### src/rtl/trng_pkg.sv
// Shared types and default limits for the TRNG continuous health-test stage.
package trng_pkg;

  typedef enum logic [1:0] {
    HS_STARTUP = 2'd0,
    HS_RUN     = 2'd1,
    HS_FAIL    = 2'd2
  } health_state_t;

  localparam int TRNG_RCT_CUTOFF      = 32;
  localparam int TRNG_APT_WINDOW      = 512;
  localparam int TRNG_APT_CUTOFF      = 410;
  localparam int TRNG_STARTUP_SAMPLES = 1024;

endpackage

### src/rtl/trng_apt_window.sv
// Adaptive Proportion Test: counts matches against the first sample of each
// window and flags the sample whose match brings the count to the cutoff.
module trng_apt_window
  import trng_pkg::*;
#(
  parameter int APT_WINDOW = TRNG_APT_WINDOW,
  parameter int APT_CUTOFF = TRNG_APT_CUTOFF
) (
  input  logic clk,
  input  logic rstn,
  input  logic sample_en,
  input  logic clear,
  input  logic in_bit,
  output logic apt_fail_now
);

  localparam int IW = $clog2(APT_WINDOW + 1);
  localparam int MW = $clog2(APT_CUTOFF + 1);
  localparam logic [IW-1:0] IDX_MAX   = IW'(APT_WINDOW);
  localparam logic [MW-1:0] MATCH_MAX = MW'(APT_CUTOFF);

  logic          ref_q, ref_d;
  logic [IW-1:0] idx_q, idx_d;
  logic [MW-1:0] match_q, match_d;

  // idx == 0 marks the first sample after reset/clear; idx == APT_WINDOW marks a closed window.
  always_comb begin
    // NOTE: every combinational output is defaulted first so no path leaves it unassigned (no latch).
    ref_d        = ref_q;
    idx_d        = idx_q;
    match_d      = match_q;
    apt_fail_now = 1'b0;
    if (clear) begin
      ref_d   = 1'b0;
      idx_d   = '0;
      match_d = '0;
    end else if (sample_en) begin
      if (idx_q == '0 || idx_q == IDX_MAX) begin
        ref_d        = in_bit;
        idx_d        = IW'(1);
        match_d      = MW'(1);
        apt_fail_now = (match_d == MATCH_MAX);
      end else begin
        idx_d = idx_q + IW'(1);
        if (in_bit == ref_q && match_q != MATCH_MAX) begin
          match_d      = match_q + MW'(1);
          apt_fail_now = (match_d == MATCH_MAX);
        end
      end
    end
  end

  always_ff @(posedge clk) begin
    // NOTE: state registers use non-blocking assignments so all flops update together at the edge.
    if (!rstn) begin
      ref_q   <= 1'b0;
      idx_q   <= '0;
      match_q <= '0;
    end else begin
      ref_q   <= ref_d;
      idx_q   <= idx_d;
      match_q <= match_d;
    end
  end

endmodule

### src/rtl/trng_health_mon.sv
// Continuous RCT/APT health monitor gating raw TRNG samples into the corrector.
// Optional statistics outputs (fail_count, max_run) under TRNG_HEALTH_STATS_EN.
module trng_health_mon
  import trng_pkg::*;
#(
  parameter int RCT_CUTOFF      = TRNG_RCT_CUTOFF,
  parameter int APT_WINDOW      = TRNG_APT_WINDOW,
  parameter int APT_CUTOFF      = TRNG_APT_CUTOFF,
  parameter int STARTUP_SAMPLES = TRNG_STARTUP_SAMPLES
) (
  input  logic       clk,
  input  logic       rstn,
  input  logic       in_bit,
  input  logic       in_valid,
  input  logic       clear_fail,
  output logic       out_bit,
  output logic       out_valid,
  output logic       healthy,
  output logic       fail_rct,
  output logic       fail_apt
`ifdef TRNG_HEALTH_STATS_EN
  ,
  output logic [7:0] fail_count,
  output logic [7:0] max_run
`endif
);

  localparam int RW = $clog2(RCT_CUTOFF + 1);
  localparam int SW = $clog2(STARTUP_SAMPLES + 1);
  localparam logic [RW-1:0] RUN_MAX = RW'(RCT_CUTOFF);
  localparam logic [SW-1:0] SU_MAX  = SW'(STARTUP_SAMPLES);

  health_state_t state_q, state_d;
  logic          rct_first_q, rct_first_d;
  logic          rct_last_q, rct_last_d;
  logic [RW-1:0] rct_run_q, rct_run_d;
  logic [SW-1:0] su_cnt_q, su_cnt_d;
  logic          out_bit_q, out_bit_d;
  logic          out_valid_q, out_valid_d;
  logic          healthy_q, healthy_d;
  logic          fail_rct_q, fail_rct_d;
  logic          fail_apt_q, fail_apt_d;

  logic sample_en, clear_req, rct_fail_now, apt_fail_now, sample_fail;

  assign sample_en = in_valid && (state_q != HS_FAIL);
  assign clear_req = clear_fail && (state_q == HS_FAIL);

  trng_apt_window #(
    .APT_WINDOW(APT_WINDOW),
    .APT_CUTOFF(APT_CUTOFF)
  ) u_apt (
    .clk         (clk),
    .rstn        (rstn),
    .sample_en   (sample_en),
    .clear       (clear_req),
    .in_bit      (in_bit),
    .apt_fail_now(apt_fail_now)
  );

  always_comb begin
    state_d      = state_q;
    rct_first_d  = rct_first_q;
    rct_last_d   = rct_last_q;
    rct_run_d    = rct_run_q;
    su_cnt_d     = su_cnt_q;
    rct_fail_now = 1'b0;

    if (sample_en) begin
      if (rct_first_q || in_bit != rct_last_q) begin
        rct_last_d = in_bit;
        rct_run_d  = RW'(1);
      end else if (rct_run_q != RUN_MAX) begin
        rct_run_d = rct_run_q + RW'(1);
      end
      rct_first_d  = 1'b0;
      rct_fail_now = (rct_run_d == RUN_MAX);
    end
    sample_fail = rct_fail_now || apt_fail_now;

    fail_rct_d  = fail_rct_q || rct_fail_now;
    fail_apt_d  = fail_apt_q || apt_fail_now;
    out_bit_d   = in_bit;
    out_valid_d = 1'b0;

    case (state_q)
      HS_STARTUP: begin
        if (sample_en) begin
          if (sample_fail) begin
            state_d = HS_FAIL;
          end else begin
            su_cnt_d = su_cnt_q + SW'(1);
            if (su_cnt_d == SU_MAX) state_d = HS_RUN;
          end
        end
      end
      HS_RUN: begin
        out_valid_d = in_valid && !sample_fail;
        if (sample_en && sample_fail) state_d = HS_FAIL;
      end
      HS_FAIL: begin
        // The clear wins over a coincident sample, which sample_en already drops.
        if (clear_fail) begin
          state_d     = HS_STARTUP;
          rct_first_d = 1'b1;
          rct_last_d  = 1'b0;
          rct_run_d   = '0;
          su_cnt_d    = '0;
          fail_rct_d  = 1'b0;
          fail_apt_d  = 1'b0;
        end
      end
      default: state_d = HS_STARTUP;
    endcase

    healthy_d = (state_d == HS_RUN);
  end

  always_ff @(posedge clk) begin
    if (!rstn) begin
      state_q     <= HS_STARTUP;
      rct_first_q <= 1'b1;
      rct_last_q  <= 1'b0;
      rct_run_q   <= '0;
      su_cnt_q    <= '0;
      out_bit_q   <= 1'b0;
      out_valid_q <= 1'b0;
      healthy_q   <= 1'b0;
      fail_rct_q  <= 1'b0;
      fail_apt_q  <= 1'b0;
    end else begin
      state_q     <= state_d;
      rct_first_q <= rct_first_d;
      rct_last_q  <= rct_last_d;
      rct_run_q   <= rct_run_d;
      su_cnt_q    <= su_cnt_d;
      out_bit_q   <= out_bit_d;
      out_valid_q <= out_valid_d;
      healthy_q   <= healthy_d;
      fail_rct_q  <= fail_rct_d;
      fail_apt_q  <= fail_apt_d;
    end
  end

  assign out_bit   = out_bit_q;
  assign out_valid = out_valid_q;
  assign healthy   = healthy_q;
  assign fail_rct  = fail_rct_q;
  assign fail_apt  = fail_apt_q;

`ifdef TRNG_HEALTH_STATS_EN
  logic [7:0]  fail_count_q, fail_count_d;
  logic [7:0]  max_run_q, max_run_d;
  logic [31:0] run_ext;
  logic [7:0]  run_sat;

  // Both statistics survive clear_fail; only rstn resets them.
  always_comb begin
    fail_count_d = fail_count_q;
    max_run_d    = max_run_q;
    run_ext      = 32'(rct_run_d);
    run_sat      = (run_ext > 32'd255) ? 8'hFF : run_ext[7:0];
    if (state_q != HS_FAIL && state_d == HS_FAIL && fail_count_q != 8'hFF)
      fail_count_d = fail_count_q + 8'd1;
    if (sample_en && run_sat > max_run_q)
      max_run_d = run_sat;
  end

  always_ff @(posedge clk) begin
    if (!rstn) begin
      fail_count_q <= 8'd0;
      max_run_q    <= 8'd0;
    end else begin
      fail_count_q <= fail_count_d;
      max_run_q    <= max_run_d;
    end
  end

  assign fail_count = fail_count_q;
  assign max_run    = max_run_q;
`else
  // Core-only build: no statistics state.
`endif

endmodule

### config.mk
export PLATFORM = sky130hd
export DESIGN_NAME = trng_health_mon
export DESIGN_NICKNAME = d
export VERILOG_FILES = /design/src/rtl/trng_pkg.sv /design/src/rtl/trng_apt_window.sv /design/src/rtl/trng_health_mon.sv
export SDC_FILE = /design/constraint.sdc
export NUM_CORES = 1
export LEC_CHECK = 0
export ABC_AREA = 1
export BUFFER_PORTS_ARGS = -buffer_cell sky130_fd_sc_hd__buf_4
export CAP_MARGIN = 40
export CORE_UTILIZATION = 65
export DETAILED_ROUTE_END_ITERATION = 7
export GPL_TIMING_DRIVEN = 0
export MAX_ROUTING_LAYER = met4
export PLACE_DENSITY = 0.82
export SLEW_MARGIN = 10
export SYNTH_ARGS = -nofsm -noshare
export SYNTH_HDL_FRONTEND = slang
export SYNTH_SLANG_ARGS = --single-unit
### constraint.sdc
create_clock -name clk -period 2.65 [get_ports clk]
set_input_delay 0.795 -clock clk [delete_from_list [all_inputs] [get_ports clk]]
set_output_delay 0.795 -clock clk [all_outputs]
set_load 0.01 [all_outputs]
==> results.py, run 1 <==
metrics = {
    "hold_path": {
        "hold_path.class": "reg2reg",
    },
    "placed_design": {
        "gp_congestion": 0.893,
        "hpwl_mm": 3.93,
        "portBuffers": 9,
        "pre_cts_slack_ps": 269,
    },
    "logic_synthesis": {
        "synth_largest_area_cell": "dfxtp_1",
        "synthAdderAreaFrac": 0.0375,
        "synth-compound-area-share": 0.117,
        "async_reset_ff_frac": 0,
        "syn_area_per_cell_um2": 6.79,
        "ys_seq_area_frac": 0.338,
        "synth-simple-area-share": 0.379,
        "synth_cells": 393,
        "synth_cell_types": 33,
        "syn_area_mm2": 0.00267,
        "ys.warnings.count": 0,
        "synth_top_family_by_area": "simple AND/OR/NAND/NOR gates",
        "synth_common_cells": "nand2_1 (88), inv_1 (50), dfxtp_1 (45), nor2_1 (44), a21oi_1 (35)",
        "synth-main-ff-cell": "dfxtp_1",
        "syn_nets": 406,
        "netlist_top_cells_area": "dfxtp_1 (34%), nand2_1 (12%), inv_1 (7.0%)",
        "synth_xor_area_frac": 0.0263,
        "synth_edf_count": 0,
        "ys_seq_elements": 45,
        "synth_top_area_share": 0.338,
        "muxShareOfSynthArea": 0,
        "synth.most_common_cell": "nand2_1",
    },
    "routing": {
        "vias_per_cell": 5.29,
        "drc": 0,
        "post_drt_wl_per_cell_um": 11.7,
        "drt_wl_total_mm": 5.38,
        "drt_first_iter_violations": 220,
        "dr.pass1.iters": 4,
        "drtAntennaViolNets": 0,
        "vias": 2425,
    },
    "die": {
        "fp-row-count": 22,
        "die_h_um": 66.1,
        "io_pins": 10,
        "initial_core_util": 0.702,
        "core_mm2": 0.00380,
        "fp.dieArea_mm2": 0.00436,
        "fp.dieW_um": 66.1,
    },
    "clocking": {
        "cts_resized": 0,
        "clk_path_buf_depth": 2,
        "clock_latency_ps": 300,
        "post_cts_buffers": 0,
        "clockRootBuffer": "clkbuf_8",
        "clkTransAtPathRegs_ps": 80,
        "h-tree-depth": 2,
        "cts_buffers": 5,
        "cts_sinks": 45,
        "cts_tree": "yes",
        "cts_hold_buf": 0,
    },
    "critical_path": {
        "required_ps": 2890,
        "start_kind": "primary input",
        "path_class": "in2reg",
        "crit_arrival_ps": 2300,
        "critPathTopFamily": "simple AND/OR/NAND/NOR gates",
        "slowest_delay_ps": 480,
        "slowest_stage": "nor2_1",
        "crit_chain": "buf_4, inv_1, nor2_4, buf_4, nand3_1, nor2_1, nand3_1, a21oi_1",
        "crit_buf_inv": 3,
        "crit_fanout": 10,
        "end_kind": "flip-flop",
    },
    "global_routing": {
        "grt_max_degree": 14,
        "grtUsageTotal": 0.292,
        "grt_antenna_before_repair": 0,
        "grt_pass1_wl_mm": 9.52,
        "overflow": 0,
        "grt_pass1_vias": 2231,
    },
    "run_status": {
        "status": "finished clean",
    },
    "sta": {
        "setup_viol": 0,
        "fin_crit_ps": 2070,
        "clock.fmax_mhz": 484,
        "setup_tns_ps": 0,
        "relSlewSlack": 0.628,
        "hold_viol": 0,
        "setup_slack_ps": 585,
        "finalCritPeriodShare": 0.779,
        "rsz0062_at_grt": "false",
        "drv_slew": 0,
        "skew_ps": 7.87,
        "tightestPinTransition_ps": 557,
    },
    "job": {
        "max-cap-violations": 0,
    },
    "final_layout": {
        "final_nets": 422,
        "drive_above_1_share": 0.137,
        "diodes": 0,
        "final_util": 0.766,
        "syn2layout_area_growth_pct": 9.15,
    },
    "power": {
        "power_leakage_nw": 1.26,
        "finalPower_mw": 1.45,
        "pwr_density_cell_mw_per_mm2": 498,
        "vdd_drop_max_mv": 0.329,
    },
}
layout make-up:
type | instances | area, µm²
Timing Repair Buffer | 9 | 67.6
Fill cell | 321 | 887
Clock buffer | 7 | 86.3
Inverter | 53 | 199
Tap cell | 48 | 60.1
Clock inverter | 1 | 30.0
Multi-Input combinational cell | 284 | 1490
Buffer | 11 | 73.8
Sequential cell | 45 | 901
sequential cells by signal, indices dropped and copies added, names as in the netlist, 2 cells and up:
signal and flops:
su_cnt_q 11, u_apt.match_q 9, rct_run_q 6, u_apt.idx_q 9
state_q 2
worst reg2reg max path, delay by kind of cell (launching register included):
kind	cells	cell delay [ps]
buffers and inverters	1	140
AOI/OAI and AO/OA	1	150
DFF	1	460
and+or+nand+nor	10	950
adders and majority gates	1	250
stage by stage:
step / cell area (µm²) / cells / hold WS (ps)
after detailed placement: 2800 / 450 / 444
after CTS: 2910 / 458 / 456
after floorplan: 2670 / 393 / 444
after global routing: 2910 / 458 / 489
after global placement: 2800 / 450 / 437
final: 2910 / 458 / 455
power breakdown:
group,internal [mW],switching (mW)
logic,0.0679,0.113
clock network,0.308,0.233
registers,0.703,0.0249
metal layers:
metal,vias to the layer above,routed length [µm],global-route usage
met1,1082,2570,0.352
met2,39,2540,0.487
met5,-,0,-
met4,0,73,0.0984
met3,7,195,0.0586
li1,1297,-,-
logic make-up (layout without fill, tap and decap cells):
kind of cell	after synthesis	in the layout
XOR/XNOR	8	8
buffers and inverters	64	81
AND/OR/NAND/NOR	209	209
AO/OA/AOI/OAI	59	59
adder cells (fa/ha/maj)	8	8
flip-flops	45	45
path summary, 6_finish.rpt:
| kind | startpoint | end | slack [ps] | depth (start not counted) |
|---|---|---|---|---|
| max | in_valid | u_apt.match_q[8] | 580 | 8 |
| min | fail_apt | fail_apt | 450 | 2 |
| max reg2reg | u_apt.match_q[1] | su_cnt_q[3] | 590 | 13 |
| min reg2reg | fail_apt | fail_apt | 450 | 2 |
cell usage in the layout (no fill, tap or decap), types with 4 or more instances in the layout:
cell type	count
nand3_1	30
nand4_1	8
buf_4	11
inv_1	50
clkbuf_8	6
nor3_1	7
dfxtp_1	45
a21oi_1	35
clkbuf_1	5
nand2_1	88
nor2_1	44
nand2_2	6
xor2_1	5
nor2_4	5
or2_2	4
o21ai_0	15
nand3_2	10
ha_1	8
Power figures use the tool's default switching activity.
==> run 2: changes to the inputs <==
Settings changed: CORE_UTILIZATION 65 to 55, PLACE_DENSITY 0.82 to 0.74.
Clock period 2.65 ns to 1.7 ns, I/O delays scaled along.
==> results.py, run 2 (same netlist as run 1, synthesis figures left out) <==
metrics = {
    "run_status": {
        "status": "complete, but fails checks",
        "violations": "negative setup slack",
    },
    "sta": {
        "clock.fmax_mhz": 544,
        "skew_ps": 10.9,
        "relSlewSlack": 0.706,
        "fin_crit_ps": 1840,
        "drv_slew": 0,
        "rsz0062_at_grt": "true",
        "setup_viol": 16,
        "finalCritPeriodShare": 1.08,
        "setup_slack_ps": -137,
        "tightestPinTransition_ps": 441,
        "hold_viol": 0,
    },
    "global_routing": {
        "grt_antenna_before_repair": 0,
        "grt_pass1_vias": 2427,
        "grtUsageTotal": 0.261,
        "grt_pass1_wl_mm": 10.4,
        "overflow": 0,
        "grt_max_degree": 14,
    },
    "die": {
        "io_pins": 10,
        "fp-row-count": 24,
        "initial_core_util": 0.592,
        "fp.dieW_um": 71.6,
        "die_h_um": 71.6,
        "core_mm2": 0.00450,
        "fp.dieArea_mm2": 0.00513,
    },
    "power": {
        "power_leakage_nw": 1.44,
        "finalPower_mw": 2.21,
        "pwr_density_cell_mw_per_mm2": 646,
        "vdd_drop_max_mv": 0.484,
    },
    "final_layout": {
        "seqCellArea_um2": 923,
        "top_regs": "su_cnt_q: 11 flops, u_apt.idx_q: 9 flops, u_apt.match_q: 9 flops",
        "layout_commonest_cell": "nand2_1",
        "syn2layout_area_growth_pct": 28.1,
        "diodes": 0,
        "mostFrequentLayoutCells": "nand2_1 (76), inv_1 (39), dfxtp_1 (35)",
        "top_register": "su_cnt_q",
        "largest_reg_flops": 11,
        "final_nets": 448,
        "instances_no_fill": 488,
        "multi_input_area_mm2": 0.00177,
        "drive_above_1_share": 0.365,
        "fillers": 336,
    },
    "hold_path": {
        "hold_path.class": "reg2reg",
    },
    "job": {
        "max-cap-violations": 0,
    },
    "routing": {
        "dr.pass1.iters": 4,
        "vias_per_cell": 5.39,
        "post_drt_wl_per_cell_um": 13.3,
        "drt_first_iter_violations": 160,
        "vias": 2630,
        "drt_wl_total_mm": 6.49,
        "drc": 0,
        "drtAntennaViolNets": 0,
    },
    "clocking": {
        "clkTransAtPathRegs_ps": 80,
        "cts_tree": "yes",
        "clk_path_buf_depth": 2,
        "clockRootBuffer": "clkbuf_8",
        "cts_buffers": 5,
        "h-tree-depth": 2,
        "clock_latency_ps": 310,
        "cts_sinks": 45,
        "cts_hold_buf": 0,
    },
    "critical_path": {
        "path_class": "reg2reg",
        "crit_arrival_ps": 2040,
        "required_ps": 1900,
        "start_kind": "flip-flop",
        "end_kind": "flip-flop",
        "crit_fanout": 10,
    },
    "placed_design": {
        "pre_cts_slack_ps": -389,
        "gp_congestion": 0.910,
        "placed_cells": 454,
        "portBuffers": 9,
        "hpwl_mm": 3.88,
    },
}
run 2: changes by cell type in the layout (fill, tap and decap cells not counted), moves of 7 or more:
cell,previous run,this run
nor2_1,44,32
a21oi_1,35,21
buf_4,11,31
nand2_2,6,15
nand3_1,30,23
inv_2,3,12
nand2_1,88,76
a21oi_2,1,15
dfxtp_1,45,35
inv_1,50,39
nand3_2,10,17
run 2: critical path, stage by stage, from the launching register on:
cell,delay (ps)
dfxtp_4,390
inv_2,50
ha_1,300
nand4_1,150
nand3_2,100
nor2_2,120
nand3_2,120
nand2_4,100
nand2_4,70
buf_12,150
a21oi_2,110
nor2_1,60
run 2: final cells by class:
type | instances | share of cell area
Clock inverter | 1 | 0.00220
Buffer | 11 | 0.0260
Inverter | 53 | 0.0601
Tap cell | 52 | 0.0190
Timing Repair Buffer | 35 | 0.0835
Clock buffer | 7 | 0.0223
Multi-Input combinational cell | 284 | 0.517
Sequential cell | 45 | 0.270
run 2: per-layer routing:
metal,GRT usage,vias up,wire length (µm)
met4,0.0806,0,120
met2,0.436,52,3210
li1,-,1341,-
met3,0.0464,12,231
met1,0.320,1225,2920
met5,-,-,0
run 2: stage by stage:
| step | TNS, ps | utilization | instance area (µm²) | hold WS, ps |
|---|---|---|---|---|
| detailed placement | -8820 | 0.623 | 2800 | 441 |
| CTS | -1740 | 0.702 | 3160 | 455 |
| global route | -4260 | 0.759 | 3420 | 471 |
| finish | -1560 | 0.759 | 3420 | 455 |
| floorplan | 0 | - | 2670 | 444 |
| global placement | -8840 | 0.623 | 2800 | 438 |
run 2: power breakdown:
part / switching, mW / total [mW] / internal (mW)
registers: 0.0434 / 1.14 / 1.10
clock network: 0.385 / 0.676 / 0.292
logic: 0.228 / 0.391 / 0.163
run 2: timing repair:
item                                    in CTS  in global routing
pin swaps                                   11                 40
gates resized for setup                     47                 64
setup buffers                               17                  9
endpoints found under the setup margin      41                 39
cloned                                       1                  0
run 2: worst paths after layout:
kind                 from           to  slack (ps)  cells after the start
min reg2reg      fail_rct     fail_rct         460                      2
max          rct_run_q[0]  su_cnt_q[9]        -140                     11
min              fail_rct     fail_rct         460                      2
max reg2reg  rct_run_q[0]  su_cnt_q[9]        -140                     11
==> run 3: changes to the inputs <==
Settings changed: CORE_UTILIZATION 55 to 58, CTS_BUF_LIST set to sky130_fd_sc_hd__clkbuf_8, PLACE_DENSITY 0.74 to 0.77.
==> results.py, run 3 (same netlist as run 1, synthesis figures left out) <==
metrics = {
    "final_layout": {
        "drive_above_1_share": 0.394,
        "seqCellArea_um2": 926,
        "diodes": 0,
        "fin_area_mm2": 0.00355,
        "fillers": 311,
        "syn2layout_area_growth_pct": 33.2,
        "layout_commonest_cell": "nand2_1",
        "final_nets": 461,
        "multi_input_area_mm2": 0.00177,
        "top_register": "su_cnt_q",
        "top_regs": "su_cnt_q: 11 flops, u_apt.idx_q: 9 flops, u_apt.match_q: 9 flops",
        "mostFrequentLayoutCells": "nand2_1 (68), buf_4 (43), inv_1 (40)",
        "largest_reg_flops": 11,
    },
    "critical_path": {
        "slowest_stage": "dfxtp_4",
        "crit_arrival_ps": 2130,
        "end_kind": "flip-flop",
        "crit_chain": "buf_6, nand2_4, nor2_4, buf_4, nand3_1, nand2_1, nand2_1, nor2_1, nand2_2, nand2_4, nand2_8, buf_8, a21oi_2, nor2_1",
        "crit_start": "u_apt.match_q[1]",
        "r2r_start": "u_apt.match_q[1]",
        "required_ps": 1900,
        "worst-r2r-setup-slack_ps": -220,
        "slowest_delay_ps": 390,
        "crit_fanout": 6,
        "path_class": "reg2reg",
        "start_kind": "flip-flop",
    },
    "hold_path": {
        "hold_start": "fail_apt",
        "hold_path.class": "reg2reg",
    },
    "clocking": {
        "cts_tree": "yes",
        "cts_sinks": 45,
        "cts_buffers": 5,
        "clock_latency_ps": 310,
        "clkTransAtPathRegs_ps": 100,
        "h-tree-depth": 2,
        "clk_path_buf_depth": 2,
        "clockRootBuffer": "clkbuf_8",
    },
    "power": {
        "vdd_drop_max_mv": 0.459,
        "switching_power_uw": 684,
        "combPwrFrac": 0.169,
        "pwr_density_cell_mw_per_mm2": 625,
        "clkPwrFrac": 0.316,
        "seqPwrFrac": 0.515,
        "swShare": 0.308,
        "power_leakage_nw": 1.52,
        "p_int_mw": 1.54,
    },
    "placed_design": {
        "pre_cts_slack_ps": -382,
        "gp_congestion": 0.896,
        "portBuffers": 9,
        "hpwl_mm": 3.90,
        "placed_area_mm2": 0.00280,
    },
    "routing": {
        "drc": 0,
        "post_drt_wl_per_cell_um": 14.4,
        "drt_first_iter_violations": 187,
        "drtAntennaViolNets": 0,
        "drt_wl_total_mm": 7.23,
        "vias": 2773,
        "dr.pass1.iters": 4,
        "vias_per_cell": 5.53,
    },
    "sta": {
        "finalCritPeriodShare": 1.13,
        "fin_crit_ps": 1920,
        "rsz0062_at_grt": "true",
        "hold_viol": 0,
        "skew_ps": 11.4,
        "relSlewSlack": 0.786,
        "setup_viol": 17,
        "setup_slack_ps": -221,
        "setup_tns_ps": -2670,
        "clock.fmax_mhz": 521,
        "tightestPinTransition_ps": 321,
        "drv_slew": 0,
    },
    "global_routing": {
        "grt_pass1_vias": 2515,
        "overflow": 0,
        "grt_antenna_before_repair": 0,
        "grtUsageTotal": 0.284,
        "grt_max_degree": 16,
        "grt_pass1_wl_mm": 10.9,
    },
    "job": {
        "max-cap-violations": 0,
    },
    "die": {
        "fp.dieArea_mm2": 0.00487,
        "initial_core_util": 0.608,
        "fp.dieW_um": 69.8,
        "die_h_um": 69.8,
        "io_pins": 10,
        "fp-row-count": 24,
        "core_mm2": 0.00438,
    },
    "run_status": {
        "status": "complete, but fails checks",
        "violations": "negative setup slack",
    },
}
==> run 3: cell count changes in the layout (fill, tap and decap cells not counted), sizes merged <==
cell | previous run | this run
buf | 42 | 54
clkinvlp | 2 | 4
clkbuf | 11 | 10
==> run 3: metal layers <==
metal / track usage / up-vias / share of wire
met5: - / - / 0
met3: 0.0422 / 11 / 0.034
li1: - / 1372 / -
met4: 0.0978 / 0 / 0.015
met1: 0.329 / 1327 / 0.42
met2: 0.498 / 63 / 0.53
==> run 3: layout make-up <==
class | instances | area share
timing repair buffer | 48 | 0.114
sequential | 45 | 0.261
inverter | 53 | 0.0585
multi-input combinational | 284 | 0.497
clock inverter | 3 | 0.00634
buffer | 11 | 0.0264
clock buffer | 5 | 0.0194
tap | 52 | 0.0183
==> run 3: critical path: cells and delay by family (launching register included) <==
| family | cells | cell delay (ps) |
|---|---|---|
| DFF | 1 | 390 |
| AOI/OAI and AO/OA | 1 | 140 |
| and+or+nand+nor | 10 | 880 |
| buffers and inverters | 3 | 400 |
==> run 3: repair_timing <==
item                                    CTS  global route
gates cloned                              1             1
hold buffers                              0             0
endpoints found under the hold margin     0             0
endpoints found under the setup margin   41            40
buffers inserted                         23            17
gates resized for setup                  39            79
pin swaps                                10            47
==> run 3: path summary, 6_finish.rpt <==
kind | to | cells past startpoint
setup / recovery | su_cnt_q[8] | 14
hold reg to reg | fail_apt | 2
hold / removal | fail_apt | 2
setup reg to reg | su_cnt_q[8] | 14
==> run 3: power by group through the flow <==
stage,clock network [mW],registers [mW],logic [mW]
after floorplan,0,1.15,0.220
after global placement,0,1.16,0.276
after detailed placement,0,1.16,0.281
after CTS,0.696,1.14,0.319
after global routing,0.737,1.15,0.417
final,0.701,1.14,0.376
==> run 3: metrics by stage <==
stage / instances / utilization / hold slack [ps] / power [mW]
final: 501 / 0.811 / 456 / 2.22
after global routing: 501 / 0.811 / 473 / 2.30
after CTS: 486 / 0.728 / 459 / 2.15
after detailed placement: 454 / 0.640 / 445 / 1.44
after global placement: 454 / 0.640 / 437 / 1.43
after floorplan: 393 / - / 444 / 1.37
